`src/rtl/square_linear_unmap.sv`:
```
// Recovers an 8-bit pixel from a mapped value: q = floor(din*k_x/k_y), saturated at 255.
// A sequential multiply stage feeds a 16-step restoring divider, with valid/ready on both sides.
module square_linear_unmap #(
  localparam int unsigned DATA_WIDTH = 8
) (
  input  logic                  clk,
  input  logic                  reset,
  input  logic                  en,
  input  logic                  in_valid,
  output logic                  in_ready,
  input  logic [DATA_WIDTH-1:0] din,
  input  logic [DATA_WIDTH-1:0] k_x,
  input  logic [DATA_WIDTH-1:0] k_y,
  output logic                  out_valid,
  input  logic                  out_ready,
  output logic [DATA_WIDTH-1:0] q
);

  typedef enum logic [2:0] {
    IDLE,
    MUL,
    DIV,
    SAT,
    DONE
  } state_t;

  state_t                  state_q;
  logic                    en_q;
  logic [DATA_WIDTH-1:0]   din_q;
  logic [DATA_WIDTH-1:0]   kx_q;
  logic [DATA_WIDTH-1:0]   ky_q;
  logic [2*DATA_WIDTH-1:0] dividend_q;
  logic [DATA_WIDTH-1:0]   divisor_q;
  logic [DATA_WIDTH:0]     rem_q;
  logic [2*DATA_WIDTH-1:0] quo_q;
  logic [3:0]              cnt_q;
  logic                    in_ready_q;
  logic                    out_valid_q;
  logic [DATA_WIDTH-1:0]   q_q;

  logic [DATA_WIDTH:0]     rem_shift;
  logic                    take;
  logic [DATA_WIDTH:0]     rem_d;

  // rem_q[8] set means the shifted remainder exceeds any 8-bit divisor; the
  // 9-bit subtraction wraps to the correct value in that case.
  always_comb begin
    rem_shift = {rem_q[DATA_WIDTH-1:0], dividend_q[2*DATA_WIDTH-1]};
    take      = rem_q[DATA_WIDTH] || (rem_shift >= {1'b0, divisor_q});
    rem_d     = rem_shift;
    if (take) begin
      rem_d = rem_shift - {1'b0, divisor_q};
    end
  end

  always_ff @(posedge clk or posedge reset) begin
    if (reset) begin
      state_q     <= IDLE;
      en_q        <= 1'b0;
      din_q       <= '0;
      kx_q        <= '0;
      ky_q        <= '0;
      dividend_q  <= '0;
      divisor_q   <= '0;
      rem_q       <= '0;
      quo_q       <= '0;
      cnt_q       <= '0;
      in_ready_q  <= 1'b1;
      out_valid_q <= 1'b0;
      q_q         <= '0;
    end else begin
      case (state_q)
        IDLE: begin
          if (in_valid) begin
            en_q       <= en;
            din_q      <= din;
            kx_q       <= k_x;
            ky_q       <= k_y;
            in_ready_q <= 1'b0;
            state_q    <= MUL;
          end
        end
        MUL: begin
          if (en_q) begin
            dividend_q <= {8'b0, din_q} * {8'b0, kx_q};
          end else begin
            dividend_q <= {8'b0, din_q} * {8'b0, ky_q};
          end
          divisor_q <= ky_q;
          rem_q     <= '0;
          quo_q     <= '0;
          cnt_q     <= '0;
          state_q   <= DIV;
        end
        DIV: begin
          rem_q      <= rem_d;
          quo_q      <= {quo_q[2*DATA_WIDTH-2:0], take};
          dividend_q <= {dividend_q[2*DATA_WIDTH-2:0], 1'b0};
          cnt_q      <= cnt_q + 4'd1;
          if (cnt_q == 4'd15) begin
            state_q <= SAT;
          end
        end
        SAT: begin
          if ((divisor_q == '0) || (quo_q[2*DATA_WIDTH-1:DATA_WIDTH] != '0)) begin
            q_q <= '1;
          end else begin
            q_q <= quo_q[DATA_WIDTH-1:0];
          end
          out_valid_q <= 1'b1;
          state_q     <= DONE;
        end
        DONE: begin
          if (out_ready) begin
            out_valid_q <= 1'b0;
            in_ready_q  <= 1'b1;
            state_q     <= IDLE;
          end
        end
        default: begin
          state_q    <= IDLE;
          in_ready_q <= 1'b1;
        end
      endcase
    end
  end

  assign in_ready  = in_ready_q;
  assign out_valid = out_valid_q;
  assign q         = q_q;

endmodule

```
`config.mk`:
```
export PLATFORM = sky130hd
export DESIGN_NAME = square_linear_unmap
export DESIGN_NICKNAME = d
export VERILOG_FILES = /design/src/rtl/square_linear_unmap.sv
export SDC_FILE = /design/constraint.sdc
export NUM_CORES = 1
export LEC_CHECK = 0
export BUFFER_PORTS_ARGS = -buffer_cell sky130_fd_sc_hd__clkbuf_2
export CAP_MARGIN = 10
export CORE_MARGIN = 2
export CORE_UTILIZATION = 32
export DETAILED_ROUTE_END_ITERATION = 10
export GPL_ROUTABILITY_DRIVEN = 0
export PLACE_DENSITY = 0.54
export SYNTH_ARGS = -nofsm -noshare
export SYNTH_HDL_FRONTEND = slang
export SYNTH_SLANG_ARGS = --single-unit
```
`constraint.sdc`:
```
create_clock -name clk -period 4.92 [get_ports clk]
set_clock_uncertainty 0.15 [all_clocks]
set_input_delay 0 -clock clk [delete_from_list [all_inputs] [get_ports clk]]
set_output_delay 0 -clock clk [all_outputs]
set_load 0.01 [all_outputs]
```
* Word level (Yosys, flattened, before mapping)
Cells that the tools add are included.
** Cells by class
- Add/subtract/negate cells :: 2
- Multiply operators :: 2
- Order comparisons :: 1
- Equal/unequal tests :: 8
- Muxes and demuxes :: 16
- Bitwise operators :: 1
- Reductions and logical operators :: 12
** Operators by type and width (number)
- 16-bit one-hot mux with 2 select lines :: 2
- 8-bit by 8-bit multiplier with 16-bit output :: 2
- 9-bit one-hot mux with 2 select lines :: 1
- 16-bit two-way mux :: 1
- 3-bit one-hot mux with 5 select lines :: 1
- 9-bit by 8-bit greater-or-equal comparator with 1-bit output :: 1
- 3-bit two-way mux :: 3
- 9-bit two-way mux :: 1
- 9-bit by 8-bit subtractor with 9-bit output :: 1
- 8-bit zero test :: 1
- 8-bit two-way mux :: 1
- 4-bit one-hot mux with 2 select lines :: 1
- 8-bit nonzero test :: 1
- 3-bit by 2-bit equality test with 1-bit output (second input constant) :: 2
- 2-bit inequality test (second input constant) :: 3
- 3-bit AND reduction :: 2
- 4-bit by 1-bit adder with 4-bit output (second input constant) :: 1
- 4-bit equality test (second input constant) :: 1
- 2-bit AND reduction :: 2
- 2-bit nonzero test :: 2
- 3-bit by 1-bit equality test with 1-bit output (second input constant) :: 1
- 3-bit equality test (second input constant) :: 1
- 3-bit zero test :: 1
- 1-bit two-way mux :: 3
- other kinds (5) :: 6
** Storage, ports and cells
- Bits in registers :: 91
- Output and inout bits :: 10

* Longest topological paths before layout
Gate-level depths: netlist (run 1).
- Depth in word-level cells :: 4
- Depth in mapped cells :: 18

* Worst setup path before layout (run 1)
Ideal clock, no wire load.
- Path kind :: reg2reg
- From :: reg din_q[2]
- To :: reg dividend_q[12]
- Arrival time :: 4.455 ns
- Required time :: 4.636 ns
- Path slack :: 0.181 ns
- Stages on the path, launching flop included :: 17
- Path buffers :: 1
- Path through :: dfrtp_1 > clkbuf_1 > nand2_1 > fa_1 > fa_1 > inv_1 > fa_1 > inv_1 > fa_1 > inv_1 > ha_1 > a2111oi_4 > o31ai_2 > a41oi_2 > xnor2_1 > a222oi_1 > o21ai_1
** On the way
- Longest elaborated chain between the ends :: 3
- Elaborated cells between the ends (all ways) :: 4
- Classes of those cells :: 2 x mul; 2 x mux
** RTL lines
- from (decl) :: line 29 : logic [DATA_WIDTH-1:0] din_q;
- from (signal assigned) :: line 76 : din_q <= din;
- 8-bit by 8-bit multiplier with 16-bit output, on equally long branches :: line 87, 85
- 16-bit two-way mux (*) :: line 84 : if (en_q) begin
- 16-bit one-hot mux with 2 select lines (*) :: line 72 : case (state_q)
- to (signal assigned) :: line 85 : dividend_q <= {8'b0, din_q} * {8'b0, kx_q};
- to (signal assigned) :: line 87 : dividend_q <= {8'b0, din_q} * {8'b0, ky_q};
- to (signal assigned) :: line 98 : dividend_q <= {dividend_q[2*DATA_WIDTH-2:0], 1'b0};
- to (decl) :: line 32 : logic [2*DATA_WIDTH-1:0] dividend_q;
Every way passes the cells marked *; elsewhere a longest branch is shown, timed or not.
A chain may end at the register's enable or synchronous reset.

* Worst setup path after layout (run 1)
- From :: reg din_q[4]
- To :: reg dividend_q[14]
Same word-level chain as after synthesis.

==> results_dict.tcl, run 1 <==
set metrics [dict create \
    initial_core_util_pct 32.4 \
    critPathTopFamily "adder cells" \
    ios 39 \
    finalMaxSlewViolations 0 \
    synth_area_leaders "dfrtp_1 27%, fa_1 17%, ha_1 12%, and2_1 8.0%, inv_1 5.0%" \
    post_synth_most_frequent_cells "112 x inv_1, 107 x and2_1, 90 x dfrtp_1" \
    cts.clk_slew.worst_paths_ps 80 \
    ys_seq_area_share_pct 27.2 \
    cts_tree "done" \
    yosysWarnings 0 \
    numCtsBuffers 9 \
    synth_edf_count 0 \
    setup_violations 0 \
    clockBufferDepth 2 \
    vias_per_cell 4.84 \
    antenna_cells 0 \
    clock-sinks 91 \
    fin_ws_ps 229 \
    yosysMostFrequentCell "inv_1" \
    grt_remaining_overflow 0 \
    critical_path_arrival_ps 4760 \
    postLayoutCoreUtil_pct 37.4 \
    drtAntennaViolNets 0 \
    async_flop_share_pct 100 \
    dr_total_vias 6114 \
    crit_fanout 12 \
    grt_pass1_wl_um 33500 \
    stdcell_count 1263 \
    nets 1106 \
    tightest_slew_ps 1040 \
    worst_setup_path_start_kind "flop" \
    cp_slowest_cell "fa_1" \
    finalSetupTns_ps 0 \
    hold_viol_final 0 \
    min_period_ps 4690 \
    die_h_um 166 \
    cp.required_ps 4990 \
    crit_path_end_kind "flop" \
    synth-seq-cells 91 \
    wl_per_cell_um 15.1 \
    multi_input_area_mm2 0.00556 \
    status "completed" \
    synthCells 853 \
    path_cells "buf_4 > and2_1 > fa_1 > fa_1 > fa_1 > inv_1 > fa_1 > inv_1 > ha_2 > a2111oi_4 > o31ai_4 > a31oi_1 > xnor2_1 > a222oi_1 > o21ai_1" \
    post-route-period-util_pct 95.3 \
    drt-pass1-iter-count 5 \
    dp.cells 1216 \
    r2r_start "din_q[4]" \
    drt-total-wl_um 19100 \
    root_buffer "clkbuf_16" \
    rsz0062_at_grt "false" \
    yosysTopAreaCellShare_pct 26.9 \
    avgSynthCellArea_um2 9.81 \
    grt_max_degree 55 \
    synth_top_cell_by_area "dfrtp_1" \
    drt_iter0_drc 253 \
    cpPeakStageDelay_ps 570 \
    syn_area_mm2 0.00836 \
    syn_to_final_growth_pct 15.6 \
    drive_above_1_share_pct 13.8 \
    die_w_um 166 \
    num-fill-cells 2641 \
    holdCritPathClass "in -> async" \
    grt_pass1_vias 6476 \
    fmax_ghz 0.213 \
    startpoint "din_q[4]" \
    antenna_found_initial 0 \
    drv_cap 0 \
    cp_common_cell "fa_1" \
    core_area_mm2 0.0258 \
    seq_area_mm2 0.00229 \
    worstSetupPathType "reg -> reg" \
    grt_usage_pct 14.9 \
    post-dp-hpwl_um 14800 \
    htree_levels 3 \
    dpl_worst_slack_ps 88.2 \
    rows 59 \
    cp_num_buf_inv 3 \
    io_buffers 38 \
    drc 0 \
    synth_ff_type "dfrtp_1" \
    ys_types 61 \
    clock_latency_ps 360 \
    maxSlewHeadroom_pct 30.5 \
    syn-num-nets 1036 \
    die_area_mm2 0.0274 \
]
cell families after synthesis:
| kind of cell | synth area share [%] |
|---|---|
| simple gates | 15.7 |
| compound gates | 13.6 |
| fa+ha+maj | 29.6 |
| xor+xnor | 2.30 |
| mux | 4.83 |
| buf+inv | 6.72 |
| flops | 27.2 |
registers in the layout, indices dropped and copies added (netlist names):
signal,flops
din_q,8
quo_q,16
out_valid,1
ky_q,8
state_q,3
rem_q,9
divisor_q,8
in_ready,1
kx_q,8
q,8
dividend_q,16
cnt_q,4
en_q,1
metal layers:
metal | routed length, um | global-route usage, % | up-vias | share of wire (%)
li1 | - | - | 3014 | -
met1 | 9210 | 20.6 | 3008 | 48
met2 | 8960 | 24.6 | 67 | 47
met3 | 513 | 2.15 | 25 | 2.7
met4 | 422 | 3.82 | 0 | 2.2
met5 | 0 | 0 | - | 0
final cells by class:
| cell class | instances | share of cell area, % |
|---|---|---|
| timing repair buffer | 92 | 6.96 |
| sequential | 91 | 23.7 |
| multi-input combinational | 617 | 57.5 |
| tap | 335 | 4.34 |
| inverter | 112 | 4.38 |
| clock buffer | 9 | 2.33 |
| clock inverter | 7 | 0.841 |
through the flow:
| stage | hold slack, ps | area, um2 |
|---|---|---|
| 2_1_floorplan | 1.69 | 8360 |
| 5_1_grt | 119 | 9670 |
| 3_3_place_gp | -91.8 | 9020 |
| 6_report | 62.6 | 9670 |
| 4_1_cts | 64.5 | 9620 |
| 3_5_place_dp | -94.2 | 9020 |
placed cells by master, fill, tap and decap left out, types with 7 or more instances in the layout:
cell | Yosys | layout
buf_4 | 0 | 24
fa_1 | 73 | 73
dfrtp_1 | 90 | 82
o21ai_0 | 36 | 34
a21oi_1 | 25 | 25
clkbuf_16 | 0 | 9
dlygate4sd3_1 | 0 | 29
dfrtp_2 | 0 | 8
nor2_1 | 25 | 24
o21a_1 | 7 | 7
nor3_1 | 9 | 9
nand2_1 | 58 | 58
nand2b_1 | 9 | 9
a22o_1 | 18 | 18
clkbuf_2 | 0 | 38
and2_1 | 107 | 107
nor2b_1 | 9 | 9
mux2_2 | 27 | 27
inv_1 | 112 | 111
xnor2_1 | 19 | 19
ha_1 | 81 | 79
nand3_1 | 7 | 7
mux2i_1 | 10 | 10
o22a_1 | 8 | 8
final timing paths:
check / endpoint / slack [ps] / depth (start not counted)
max in group asynchronous: din_q[4] / 3400 / 4
min in group clk: din_q[4] / 260 / 3
worst max-delay path: dividend_q[14] / 230 / 15
worst max register to register: dividend_q[14] / 230 / 15
worst min register to register: cnt_q[3] / 350 / 1
worst min-delay path: q[3] / 60 / 3
timing repair:
action                     4_1_cts  5_1_grt
setup endpoints to repair        0        6
gates resized for setup          0       14
hold buffers                    29        0
buffers inserted                 0        2
hold endpoints to repair        66        0
worst min-delay path: stages:
cell and delay (ps):
dlygate4sd3_1 540, clkbuf_2 120, inv_4 360
Power of run 1 is not shown: default switching activity piles up to over one toggle a cycle in this logic, so the estimate is an artifact.
==> inputs of run 2 (changes only) <==
Settings changed: PLACE_DENSITY 0.54 to 0.55.
==> run 2 against run 1 <==
  * First-iteration DRC count is 13% lower
  * Register-to-register slack hardly changed
  * Non-clock buffer count is 1 lower
  * Sequential share of layout area hardly changed
  * Highest routed layer unchanged
==> results_dict.tcl, run 2 (synthesis results as in run 1) <==
set metrics [dict create \
    status "completed" \
    grt_pass1_vias 6489 \
    critical_path_arrival_ps 4780 \
    worst_setup_path_start_kind "flop" \
    finalSetupTns_ps 0 \
    nets 1105 \
    io_buffers 38 \
    num-fill-cells 2622 \
    min_period_ps 4700 \
    fmax_ghz 0.213 \
    antenna_found_initial 0 \
    holdCritPathClass "in -> async" \
    grt_pass1_wl_um 33400 \
    cts_tree "done" \
    antenna_cells 0 \
    clockBufferDepth 2 \
    setup_violations 0 \
    post-dp-hpwl_um 14800 \
    die_area_mm2 0.0274 \
    dr_total_vias 6060 \
    rows 59 \
    top_regs "dividend_q x16, quo_q x16, rem_q x9" \
    ios 39 \
    post-route-period-util_pct 95.6 \
    wl_per_cell_um 15.3 \
    hold_viol_final 0 \
    layout_common_cells "111 x inv_1, 107 x and2_1, 82 x dfrtp_1" \
    core_area_mm2 0.0258 \
    postLayoutCoreUtil_pct 37.4 \
    numCtsBuffers 9 \
    die_w_um 166 \
    drt-total-wl_um 19300 \
    clock-sinks 91 \
    drtAntennaViolNets 0 \
    startpoint "din_q[2]" \
    root_buffer "clkbuf_16" \
    vias_per_cell 4.80 \
    finalMaxSlewViolations 0 \
    rsz0062_at_grt "false" \
    r2r_slack_ps 220 \
    endpoint "dividend_q[12]" \
    crit_path_end_kind "flop" \
    clock_latency_ps 360 \
    maxSlewHeadroom_pct 48.6 \
    worstSetupPathType "reg -> reg" \
    drt_iter0_drc 220 \
    tightest_slew_ps 771 \
    final_common_cell "inv_1" \
    grt_max_degree 57 \
    drive_above_1_share_pct 13.9 \
    cp.required_ps 5000 \
    cts.clk_slew.worst_paths_ps 90 \
    syn_to_final_growth_pct 15.5 \
    initial_core_util_pct 32.4 \
    drt-pass1-iter-count 5 \
    crit_fanout 7 \
    drc 0 \
    grt_usage_pct 14.9 \
    htree_levels 3 \
    r2r_cells 15 \
    r2r_start "din_q[2]" \
    r2r-end "dividend_q[12]" \
    grt_remaining_overflow 0 \
    die_h_um 166 \
    drv_cap 0 \
]
run 2: metrics by stage:
stage,worst slack (ps),instance area [um2],cells,hold WS (ps)
3_5_place_dp,113,9010,1214,-105
2_1_floorplan,181,8360,853,1.69
5_1_grt,10.7,9660,1262,85.2
4_1_cts,68.8,9600,1259,50.7
3_3_place_gp,180,9010,1214,-110
6_report,219,9660,1262,41.8
run 2: how the worst min path moves through the flow:
stage           start  endpoint  cells past startpoint
6_report        reset      q[3]                      3
5_1_grt         reset      q[3]                      3
4_1_cts         reset      q[3]                      3
3_5_place_dp    reset  cnt_q[2]                      2
3_3_place_gp    reset  cnt_q[2]                      2
2_1_floorplan  din[6]  din_q[6]                      1
run 2: layout make-up:
type / instances / area, um2 / area share, %
Clock buffer: 9 / 225 / 2.33
Clock inverter: 7 / 78.8 / 0.816
Inverter: 112 / 423 / 4.38
Multi-Input combinational cell: 617 / 5560 / 57.6
Sequential cell: 91 / 2290 / 23.7
Tap cell: 335 / 419 / 4.34
Timing Repair Buffer: 91 / 661 / 6.84
run 2: routing by layer:
layer  vias up  part of all wire [%]  GRT usage, %
li1       3015                     -             -
met1      2945                    49          20.6
met2        80                    47          24.5
met3        20                   2.7          1.98
met4         0                   1.9          4.35
met5         -                     0             0
run 2: timing repair:
action                                  CTS  global route
hold buffers                             29             0
hold endpoints to repair                 64             0
resized for setup                         0            14
setup buffers                             0             3
endpoints found under the setup margin    0             6
run 2: critical path: stages, from the launching register on:
cell and delay (ps):
dfrtp_2 430, nand2_1 100, fa_1 510, fa_1 540, inv_1 50, fa_1 530, inv_1 50, fa_1 520
inv_1 40, ha_2 310, a2111oi_4 450, o31ai_4 150, a41oi_2 240, xnor2_1 90, a222oi_1 290, o21ai_1 100
Power of run 2 is left out for the same reason.
==> inputs of run 3 (changes only) <==
Settings changed: PLACE_DENSITY 0.55 to not set, PLACE_DENSITY_LB_ADDON set to 0.12.
==> run 3 against run 2 <==
  * Critical path depth shrank 1
  * Sequential share of layout area shrank 0.24 points
  * Die area is the same
  * First-iteration DRC count grew 22%
  * Global-route usage grew 1.1 points
  * Worst setup slack lost 23 ps
  * Utilization grew 0.32 points
  * Critical path type unchanged
  * Highest routed layer unchanged
==> results_dict.tcl, run 3 (synthesis results as in run 1) <==
set metrics [dict create \
    initial_core_util_pct 32.4 \
    ios 39 \
    r2r-end "dividend_q[13]" \
    multi_input_area_mm2 0.00557 \
    clock_latency_ps 360 \
    cp.required_ps 5060 \
    htree_levels 3 \
    hold_ws_ps 11.3 \
    num-fill-cells 2677 \
    cts.clk_slew.worst_paths_ps 80 \
    grt_pass1_wl_um 35400 \
    layout_common_cells "111 x inv_1, 107 x and2_1, 85 x dfrtp_1" \
    hold_viol_final 0 \
    grt_usage_pct 16.1 \
    drc 0 \
    rows 59 \
    vias_per_cell 4.81 \
    critical_path_arrival_ps 4860 \
    startpoint "din_q[2]" \
    dpl_worst_slack_ps 14.5 \
    syn_to_final_growth_pct 16.5 \
    r2r_slack_ps 200 \
    top_regs "dividend_q x16, quo_q x16, rem_q x9" \
    die_w_um 166 \
    grt_remaining_overflow 0 \
    die_area_mm2 0.0274 \
    holdCritPathClass "in -> async" \
    fin_ws_ps 196 \
    worstSetupPathType "reg -> reg" \
    drt-total-wl_um 21000 \
    min_period_ps 4720 \
    post-dp-hpwl_um 16100 \
    maxSlewHeadroom_pct 42.3 \
    tightest_slew_ps 866 \
    die_h_um 166 \
    crit_fanout 7 \
    root_buffer "clkbuf_16" \
    numCtsBuffers 9 \
    final_common_cell "inv_1" \
    seq_area_mm2 0.00228 \
    grt_pass1_vias 6485 \
    worst_setup_path_start_kind "flop" \
    grt_max_degree 68 \
    nets 1115 \
    antenna_found_initial 0 \
    wl_per_cell_um 16.5 \
    drtAntennaViolNets 0 \
    r2r_start "din_q[2]" \
    io_buffers 38 \
    cts_tree "done" \
    drv_cap 0 \
    drt_iter0_drc 268 \
    crit_path_end_kind "flop" \
    core_area_mm2 0.0258 \
    dr_total_vias 6128 \
    setup_violations 0 \
    clock-sinks 91 \
    drt-pass1-iter-count 4 \
    fmax_ghz 0.212 \
    finalMaxSlewViolations 0 \
    clockBufferDepth 2 \
    drive_above_1_share_pct 14.7 \
    status "completed" \
    post-route-period-util_pct 96.0 \
    r2r_cells 14 \
    rsz0062_at_grt "true" \
]
[run 3: changes by cell type in the layout (fill, tap and decap cells not counted), sizes merged]
cell | before | now
clkinv | 4 | 5
diode | 0 | 1
inv | 115 | 114
buf | 24 | 34
[run 3: worst max-delay path by stage]
stage / to / slack (ps)
6_report: dividend_q[13] / 200
5_1_grt: dividend_q[12] / -7
4_1_cts: dividend_q[12] / 40
3_5_place_dp: dividend_q[12] / 10
3_3_place_gp: dividend_q[12] / 60
2_1_floorplan: dividend_q[12] / 180
[run 3: repair_timing]
action | 4_1_cts | 5_1_grt
endpoints found under the setup margin | 1 | 5
gates resized for setup | 0 | 13
buffers inserted | 0 | 1
endpoints found under the hold margin | 53 | 0
hold buffers | 29 | 0
pin swaps | 1 | 5
[run 3: layer usage]
metal,vias to the layer above,share of wire [%],track usage (%)
met5,-,0,0
met4,0,1.2,3.89
met3,18,3.2,2.13
met2,79,47,26.6
met1,3003,48,22.4
li1,3028,-,-
[run 3: final cells by class]
type / instances / share of cell area (%)
clock inverters: 7 / 0.835
diodes: 1 / 0.0257
multi-input cells: 617 / 57.2
clock buffers: 9 / 2.31
repair buffers: 101 / 7.55
well taps: 335 / 4.30
inverters: 112 / 4.34
flip-flops and latches: 91 / 23.5
[run 3: through the flow]
stage	instance area (um2)	std cells	utilization (%)	TNS, ps
finish	9740	1273	37.7	0
floorplan	8360	853	-	0
global route	9740	1272	37.7	-6.59
CTS	9690	1271	37.5	0
global placement	9100	1226	35.2	0
detailed placement	9100	1226	35.2	0
[run 3: worst max-delay path: stages, from the launching register on]
cell,delay (ps)
dfrtp_1,380
buf_4,160
and2_1,170
fa_1,450
fa_1,500
fa_1,490
inv_1,50
fa_1,520
inv_1,40
ha_2,310
a2111oi_4,420
a21boi_1,170
or4_1,500
a31oi_1,210
a211o_1,120
Power of run 3 is left out for the same reason.
